File: src/rtl/wave_filt_pipe.sv
// Horizontal wave/warp remapper: rewrites hcount from a piecewise parabola of vcount.
// Three register stages: parabola terms, product and sum, then wrap into the active width.
module wave_filt_pipe #(
    parameter int unsigned H_ACTIVE   = 240,
    parameter int unsigned V_ACTIVE   = 320,
    parameter int unsigned PIX_W      = 7,
    parameter int unsigned SHIFT      = 4,
    parameter int unsigned PHASE_STEP = 1
) (
    input  logic             clk_in,
    input  logic             rst_n_in,
    input  logic [1:0]       mode_in,
    input  logic             frame_start_in,
    input  logic             data_valid_in,
    input  logic [PIX_W-1:0] data_in,
    input  logic [10:0]      hcount_in,
    input  logic [9:0]       vcount_in,
    output logic             data_valid_out,
    output logic [10:0]      hcount_out,
    output logic [9:0]       vcount_out,
    output logic [PIX_W-1:0] pixel_out,
    output logic [10:0]      phase_out
);
    localparam int TW = 13;
    localparam int PW = 2 * TW;
    localparam int SW = PW + 1;

    localparam logic signed [TW-1:0] V_FULL = TW'(V_ACTIVE);
    localparam logic signed [TW-1:0] V_HALF = TW'(V_ACTIVE / 2);
    localparam logic signed [SW-1:0] H_MOD  = SW'(H_ACTIVE);
    localparam logic signed [SW-1:0] H_LAST = SW'(H_ACTIVE - 1);

    typedef enum logic [1:0] {ModeBypass, ModeWarp, ModeAnim, ModeMirror} mode_e;

    // Frame-level state
    mode_e       mode_q;
    logic [10:0] phase_q, phase_d;
    logic [11:0] ph_sum;

    assign ph_sum  = {1'b0, phase_q} + 12'(PHASE_STEP);
    assign phase_d = (ph_sum >= 12'(H_ACTIVE)) ? 11'(ph_sum - 12'(H_ACTIVE)) : ph_sum[10:0];

    always_ff @(posedge clk_in or negedge rst_n_in) begin
        if (!rst_n_in) begin
            mode_q  <= ModeBypass;
            phase_q <= '0;
        end else if (frame_start_in) begin
            mode_q  <= mode_e'(mode_in);
            phase_q <= phase_d;
        end
    end

    assign phase_out = phase_q;

    // Stage 1: parabola terms
    logic signed [TW-1:0] v_s, top_d, mid_d, bot_d;
    logic                 sel_d, ok_d;

    assign v_s   = {{(TW-10){1'b0}}, vcount_in};
    assign top_d = (v_s - V_FULL) >>> SHIFT;
    assign mid_d = (v_s - V_HALF) >>> SHIFT;
    assign bot_d = (-v_s) >>> SHIFT;
    assign sel_d = v_s > V_HALF;
    assign ok_d  = (32'(hcount_in) < H_ACTIVE) && (32'(vcount_in) < V_ACTIVE);

    logic                 s1_valid_q, s1_sel_q, s1_ok_q;
    logic [10:0]          s1_h_q, s1_phase_q;
    logic [9:0]           s1_v_q;
    logic [PIX_W-1:0]     s1_pix_q;
    mode_e                s1_mode_q;
    logic signed [TW-1:0] s1_top_q, s1_mid_q, s1_bot_q;

    always_ff @(posedge clk_in or negedge rst_n_in) begin
        if (!rst_n_in) begin
            s1_valid_q <= 1'b0;
            s1_sel_q   <= 1'b0;
            s1_ok_q    <= 1'b0;
            s1_h_q     <= '0;
            s1_phase_q <= '0;
            s1_v_q     <= '0;
            s1_pix_q   <= '0;
            s1_mode_q  <= ModeBypass;
            s1_top_q   <= '0;
            s1_mid_q   <= '0;
            s1_bot_q   <= '0;
        end else begin
            s1_valid_q <= data_valid_in;
            s1_sel_q   <= sel_d;
            s1_ok_q    <= ok_d;
            s1_h_q     <= hcount_in;
            s1_phase_q <= phase_q;
            s1_v_q     <= vcount_in;
            s1_pix_q   <= data_in;
            s1_mode_q  <= mode_q;
            s1_top_q   <= top_d;
            s1_mid_q   <= mid_d;
            s1_bot_q   <= bot_d;
        end
    end

    // Stage 2: product and per-mode sum
    logic signed [PW-1:0] prod;
    logic signed [SW-1:0] h_ext, k_ext, ph_ext, s2_val_d;
    logic                 s2_wrap_d;

    assign prod   = s1_sel_q ? s1_mid_q * s1_top_q : s1_mid_q * s1_bot_q;
    assign k_ext  = {{(SW-PW){prod[PW-1]}}, prod};
    assign h_ext  = {{(SW-11){1'b0}}, s1_h_q};
    assign ph_ext = {{(SW-11){1'b0}}, s1_phase_q};

    always_comb begin
        s2_val_d  = h_ext;
        s2_wrap_d = 1'b0;
        if (s1_ok_q) begin
            unique case (s1_mode_q)
                ModeWarp: begin
                    s2_val_d  = h_ext + k_ext;
                    s2_wrap_d = 1'b1;
                end
                ModeAnim: begin
                    s2_val_d  = h_ext + k_ext + ph_ext;
                    s2_wrap_d = 1'b1;
                end
                ModeMirror: s2_val_d = H_LAST - h_ext;
                default: ;
            endcase
        end
    end

    logic                 s2_valid_q, s2_wrap_q;
    logic signed [SW-1:0] s2_val_q;
    logic [9:0]           s2_v_q;
    logic [PIX_W-1:0]     s2_pix_q;

    always_ff @(posedge clk_in or negedge rst_n_in) begin
        if (!rst_n_in) begin
            s2_valid_q <= 1'b0;
            s2_wrap_q  <= 1'b0;
            s2_val_q   <= '0;
            s2_v_q     <= '0;
            s2_pix_q   <= '0;
        end else begin
            s2_valid_q <= s1_valid_q;
            s2_wrap_q  <= s2_wrap_d;
            s2_val_q   <= s2_val_d;
            s2_v_q     <= s1_v_q;
            s2_pix_q   <= s1_pix_q;
        end
    end

    // Stage 3: non-negative remainder, valid across any number of H_ACTIVE multiples
    logic signed [SW-1:0] rem, h_fin;

    always_comb begin
        rem = s2_val_q % H_MOD;
        if (rem < 0) begin
            rem = rem + H_MOD;
        end
        h_fin = s2_wrap_q ? rem : s2_val_q;
    end

    logic             valid_q;
    logic [10:0]      hcount_q;
    logic [9:0]       vcount_q;
    logic [PIX_W-1:0] pixel_q;

    always_ff @(posedge clk_in or negedge rst_n_in) begin
        if (!rst_n_in) begin
            valid_q  <= 1'b0;
            hcount_q <= '0;
            vcount_q <= '0;
            pixel_q  <= '0;
        end else begin
            valid_q  <= s2_valid_q;
            hcount_q <= s2_valid_q ? h_fin[10:0] : '0;
            vcount_q <= s2_valid_q ? s2_v_q : '0;
            pixel_q  <= s2_valid_q ? s2_pix_q : '0;
        end
    end

    assign data_valid_out = valid_q;
    assign hcount_out     = hcount_q;
    assign vcount_out     = vcount_q;
    assign pixel_out      = pixel_q;

endmodule
File: config.mk
export PLATFORM = sky130hd
export DESIGN_NAME = wave_filt_pipe
export DESIGN_NICKNAME = d
export VERILOG_FILES = /design/src/rtl/wave_filt_pipe.sv
export SDC_FILE = /design/constraint.sdc
export NUM_CORES = 1
export LEC_CHECK = 0
export BUFFER_PORTS_ARGS = -buffer_cell sky130_fd_sc_hd__buf_4
export CAP_MARGIN = 15
export CORE_ASPECT_RATIO = 1.75
export CORE_MARGIN = 2
export CORE_UTILIZATION = 46
export CTS_CLUSTER_SIZE = 40
export DETAILED_ROUTE_END_ITERATION = 6
export SYNTH_ARGS = -nofsm -noshare
export SYNTH_HDL_FRONTEND = slang
export SYNTH_SLANG_ARGS = --single-unit
File: constraint.sdc
create_clock -name clk_in -period 27.5 [get_ports clk_in]
set_clock_uncertainty 0.15 [all_clocks]
set_input_delay 5.5 -clock clk_in [delete_from_list [all_inputs] [get_ports clk_in]]
set_output_delay 5.5 -clock clk_in [all_outputs]
set_load 0.05 [all_outputs]
* Word-level counts from Yosys, hierarchy flattened
Cells that the tools add are included.
** Operators by class
- Reduce and logical (&&, ||, !) cells :: 2
- Div/mod/pow operators :: 1
- $add $sub $neg :: 9
- Eq/ne operators :: 3
- Multiply operators :: 2
- Muxes and demuxes :: 11
- $lt $le $gt $ge :: 5
** Operators by type and width (number)
- $pmux W27 S3 :: 1
- $mux W11 :: 4
- $add A12 B26 Y27 :: 1
- $add A27 B12 Y27 :: 1
- $lt A27 B1 Y1 const B :: 1
- $mod A27 B9 Y27 const B :: 1
- $mux W27 :: 1
- $mux W26 :: 1
- $mul A7 B9 Y16 :: 1
- $mul A7 B7 Y14 :: 1
- $neg A10 Y13 :: 1
- $add A11 B1 Y12 const B :: 1
- $ge A12 B8 Y1 const B :: 1
- $sub A8 B11 Y12 const A :: 1
- $add A11 B9 Y11 const B :: 1
- $lt A11 B8 Y1 const B :: 1
- $sub A10 B8 Y11 const B :: 1
- $sub A10 B9 Y11 const B :: 1
- $sub A11 B8 Y11 const B :: 1
- $gt A10 B8 Y1 const B :: 1
- $lt A10 B9 Y1 const B :: 1
- $mux W10 :: 1
- $mux W7 :: 1
- $eq A2 B2 Y1 const B :: 2
- 4 further kinds :: 5
** Word-level totals
- Input bits :: 34
- Flip-flop bits (word level) :: 155
- Output and inout port bits :: 40
- Word-level logic and storage cells :: 55

* Depth between registers and ports, before layout
- Depth after elaboration :: 6
- Depth in mapped cells :: 43

* Worst setup path before layout
No wires, ideal clock.
- Path kind :: reg-to-reg
- Start point :: reg s2_val_q[3]
- End point :: reg hcount_q[7], in the netlist hcount_out[7]
- Stages on the path, launching flop included :: 38
- Arrival time :: 10.597 ns
- Data required time :: 27.263 ns
- Setup slack :: 16.666 ns
- Setup time :: 0.087 ns
- Path through :: dfrtp_1 buf_2 or4_1 buf_2 or4_4 o21a_1 or4_4 a21oi_4 mux2i_1 nand3_1 o211a_1 a2111oi_2 a21o_1 mux2_4 buf_6 a2111o_1 and3_4 o31ai_4 [2 not listed] nor3_1 or2_1 o2111a_1 a211oi_1 o21ai_2 mux2i_1 a211o_1 a22o_4 o311ai_2 a31oi_1 or3_1 buf_2 a211o_1 a311oi_4 xnor2_1 nand3_1 or4_1 o211ai_1
** Between the ends
- Longest elaborated chain between the ends :: 5
- Elaborated cells on any way between the ends :: 6
- Classes of those cells :: 1 x add/sub; 1 x div; 1 x order compare; 3 x mux
** Ends and longest elaborated chain
- from (decl) :: line 131 : logic signed [SW-1:0] s2_val_q;
- from (signal assigned) :: line 145 : s2_val_q <= s2_val_d;
- $mod A27 B9 Y27 * :: line 155 : rem = s2_val_q % H_MOD;
- $lt A27 B1 Y1 or $add A11 B9 Y11 (tied branches) :: line 156, 157
- $mux W11 * :: line 156 : if (rem < 0) begin
- $mux W11 * :: line 159 : h_fin = s2_wrap_q ? rem : s2_val_q;
- $mux W11 * :: line 175 : hcount_q <= s2_valid_q ? h_fin[10:0] : '0;
- to (signal assigned) :: line 175
- to (decl) :: line 163 : logic [10:0] hcount_q;
Mark *: on every way between the ends. The rest lies on a longest branch, timed or not.
A chain may end at the register's enable or synchronous reset.

* Worst setup path in the final report
Ends and elaborated chain as after synthesis.

==> flow_summary.json <==
{
  "status": "finished, violations left",
  "failed_checks": "DRC",
  "vias_per_cell": 5.873,
  "place_area_um2": 15660,
  "maxSlewHeadroom_pct": 34.74,
  "rsz0062_at_grt": "no",
  "reg2reg_depth": 34,
  "hold_depth": 0,
  "synth_async_sr_flop_share_pct": 100.0,
  "synth-simple-area-share_pct": 16.74,
  "area_growth_pct": 10.19,
  "drive_above_1_share_pct": 10.97,
  "grt_overflow": 0,
  "die_w_um": 139.6,
  "h-tree-depth": 4,
  "cts_resized": 0,
  "first_global_vias": 12480,
  "cts_buffers": 17,
  "post-route-drc-count": 6,
  "max_stage_delay_ps": 680,
  "hold_viol_final": 0,
  "cts_tree": "done",
  "post_drt_wl_per_cell_um": 19.19,
  "die_area_um2": 33670,
  "grt_max_degree": 87,
  "clock_path_buffers": 2,
  "vias": 11960,
  "rr_endpoint": "hcount_out[7]$_DFF_PN0_",
  "power.leakage_nw": 7.189,
  "period_minus_slack_ps": 12240,
  "hp-class": "reg2reg",
  "worst_pin_slew_ps": 975.6,
  "num-fill-cells": 3017,
  "syn_area_um2": 14800,
  "die_y_um": 241.3,
  "peakVddDrop_v": 0.00008529,
  "io_pins": 74,
  "cts.clk_slew.worst_paths_ps": 70,
  "root_buffer": "clkbuf_16",
  "detail_route.first_pass.iterations": 7,
  "rows": 86,
  "synth-compound-area-share_pct": 20.69,
  "synthesis.nets": 1807,
  "finalSetupViolCount": 0,
  "timing.fmax_mhz": 81.72,
  "initialDrtViolationCount": 495,
  "synth.avg_cell_area_um2": 9.335,
  "utilization_pct": 51.53,
  "syn_inst": 1585,
  "critical_path_required_ps": 27710,
  "cpMaxStageDelayCell": "or4_1",
  "fin_ws_ps": 15260,
  "post-place-ws_ps": 15170,
  "post_cts_buffers": 0,
  "rrSetupSlack_ps": 15260,
  "clk-insertion-delay-late_ps": 440,
  "cp-start-kind": "register",
  "hp-start": "s1_valid_q$_DFF_PN0_",
  "final_antenna_net_count": 0,
  "slew_viol_final": 0,
  "grt_first_pass_wirelength_mm": 63.18,
  "yosys_warnings": 0,
  "holdBufCountCts": 0,
  "grt_usage_pct": 23.75,
  "io_buffers": 73,
  "cts_sinks": 152,
  "final_area_um2": 16300,
  "reg2reg_from": "s2_val_q[3]$_DFF_PN0_",
  "start_util_pct": 46.77,
  "antenna_found_initial": 0,
  "multi_input_area_um2": 10270,
  "synthAdderAreaFrac_pct": 20.67,
  "yosysSeqAreaShare_pct": 25.71,
  "ys_ff_latch": 152,
  "fp.coreArea_um2": 31640,
  "cp_max_fo": 12,
  "critPathArrivalTime_ps": 12450,
  "synth_top_family_by_area": "compound AO/OA/AOI/OAI gates",
  "crit_path_end_kind": "register",
  "regArea_um2": 3804,
  "period_share_pct": 44.50,
  "synth_ff_type": "dfrtp_1",
  "ys_types": 108,
  "p_per_area_nw_per_um2": 108.1,
  "drt-total-wl_mm": 39.10,
  "gp_congestion": 0.9430,
  "nets": 1850,
  "fin_tns_setup_ps": 0,
  "antenna_cells": 0,
  "post-dp-hpwl_mm": 31.54,
  "synthXorXnorAreaFrac_pct": 8.863,
  "synthMuxAreaShare_pct": 2.385,
  "max-cap-violations": 0,
  "synth_edf_count": 0,
  "holdPathEnd": "s2_valid_q$_DFF_PN0_",
  "path_class": "reg2reg"
}
==> worst max-delay path: cells and delay by family (launching register included) <==
family / cells / cell delay, ps
compound gates: 19 / 5840
flops: 1 / 470
mux: 3 / 1060
simple gates: 10 / 4110
xor+xnor: 1 / 240
buf+inv: 1 / 280
==> through the flow <==
stage	instances	power (mW)	hold slack, ps
floorplan	1585	1.238	181.2
global placement	2004	1.490	182.5
detailed placement	2004	1.511	184.7
CTS	2036	1.775	195.7
global route	2037	1.920	200.7
finish	2037	1.763	194.8
==> per-layer routing <==
metal	up-vias	GRT usage, %	routed length (um)
met5	-	0	0
met3	101	2.530	733
met1	5920	22.60	13340
met2	238	48.86	23010
met4	0	12.73	2013
li1	5705	-	-
==> logic make-up (layout without fill, tap and decap cells) <==
kind of cell,after synthesis,count (layout)
buf+inv,189,245
compound gates,407,407
simple gates,470,470
fa+ha+maj,191,191
flops,152,152
mux,31,31
xor+xnor,145,145
==> synthesized netlist by cell type, drive strengths merged, types with 6 or more instances <==
cell type | n | area [um^2]
mux2i | 13 | 142.6
o21a | 16 | 120.1
o41ai | 6 | 90.08
nor3 | 30 | 150.1
inv | 133 | 499.2
a31oi | 18 | 112.6
and3 | 14 | 92.59
a21o | 21 | 157.7
o21bai | 18 | 135.1
and2 | 84 | 525.5
mux2 | 18 | 210.2
ha | 98 | 1226
nand2b | 24 | 150.1
o31a | 9 | 87.59
fa | 90 | 1802
o22ai | 6 | 57.55
or4 | 14 | 123.9
xnor2 | 91 | 823.3
nor2 | 64 | 242.7
or3 | 14 | 87.58
nand3 | 30 | 150.1
a211o | 13 | 113.9
o31ai | 19 | 166.4
nor4 | 16 | 106.4
nand2 | 131 | 491.7
nor3b | 13 | 107.6
o21ai | 70 | 354.1
a21oi | 93 | 488.0
a211oi | 13 | 97.59
dfrtp | 152 | 3804
buf | 11 | 63.81
a222oi | 6 | 60.06
o211ai | 17 | 137.6
xor2 | 54 | 488.0
nand4 | 7 | 43.79
clkbuf | 45 | 168.9
nor2b | 9 | 56.30
or2 | 10 | 62.57
a221oi | 8 | 76.32
==> cells in the final DEF, fill, tap and decap left out, drive strengths merged, types with 16 or more instances in the layout <==
cell / n
fa: 90
clkbuf: 21
xnor2: 91
nor2: 64
xor2: 54
a21oi: 93
nand3: 30
nor3: 30
mux2: 18
and2: 84
nand2b: 24
dfrtp: 152
a31oi: 18
buf: 79
o21a: 16
a21o: 21
nor4: 16
nand2: 131
o21bai: 18
inv: 136
ha: 98
o211ai: 17
o21ai: 70
o31ai: 19
==> layout make-up <==
type                            count  area share (%)
Clock inverter                     12           1.159
Sequential cell                   152           23.33
Tap cell                          396           3.039
Multi-Input combinational cell   1244           62.98
Timing Repair Buffer               80           3.691
Inverter                          133           3.062
Clock buffer                       20           2.740
==> where the power goes <==
| group | internal (mW) | leakage [nW] | total (mW) | switching, mW |
|---|---|---|---|---|
| Sequential | 0.250 | 1.85 | 0.291 | 0.0415 |
| Clock | 0.156 | 0.306 | 0.253 | 0.0971 |
| Combinational | 0.515 | 5.04 | 1.22 | 0.705 |
==> flip-flops by register name, indices dropped and copies added, names as in the netlist, 8 cells and up <==
| name | flops |
|---|---|
| s2_val_q | 27 |
| hcount_out | 11 |
| phase_out | 11 |
| s1_h_q | 11 |
| s1_phase_q | 11 |
| s2_v_q | 10 |
| vcount_out | 10 |
| s1_bot_q | 9 |
| s1_v_q | 8 |
==> worst max-delay path by stage <==
stage,from,slack [ps],end
after floorplan,s2_val_q[3]$_DFF_PN0_,16670,hcount_out[7]$_DFF_PN0_
after global placement,s2_val_q[3]$_DFF_PN0_,15270,hcount_out[7]$_DFF_PN0_
after detailed placement,s2_val_q[3]$_DFF_PN0_,15170,hcount_out[7]$_DFF_PN0_
after CTS,s2_val_q[3]$_DFF_PN0_,15130,hcount_out[7]$_DFF_PN0_
after global routing,s2_val_q[3]$_DFF_PN0_,14290,hcount_out[7]$_DFF_PN0_
final,s2_val_q[3]$_DFF_PN0_,15260,hcount_out[7]$_DFF_PN0_
Note: power is estimated with default switching activity, not from simulation.
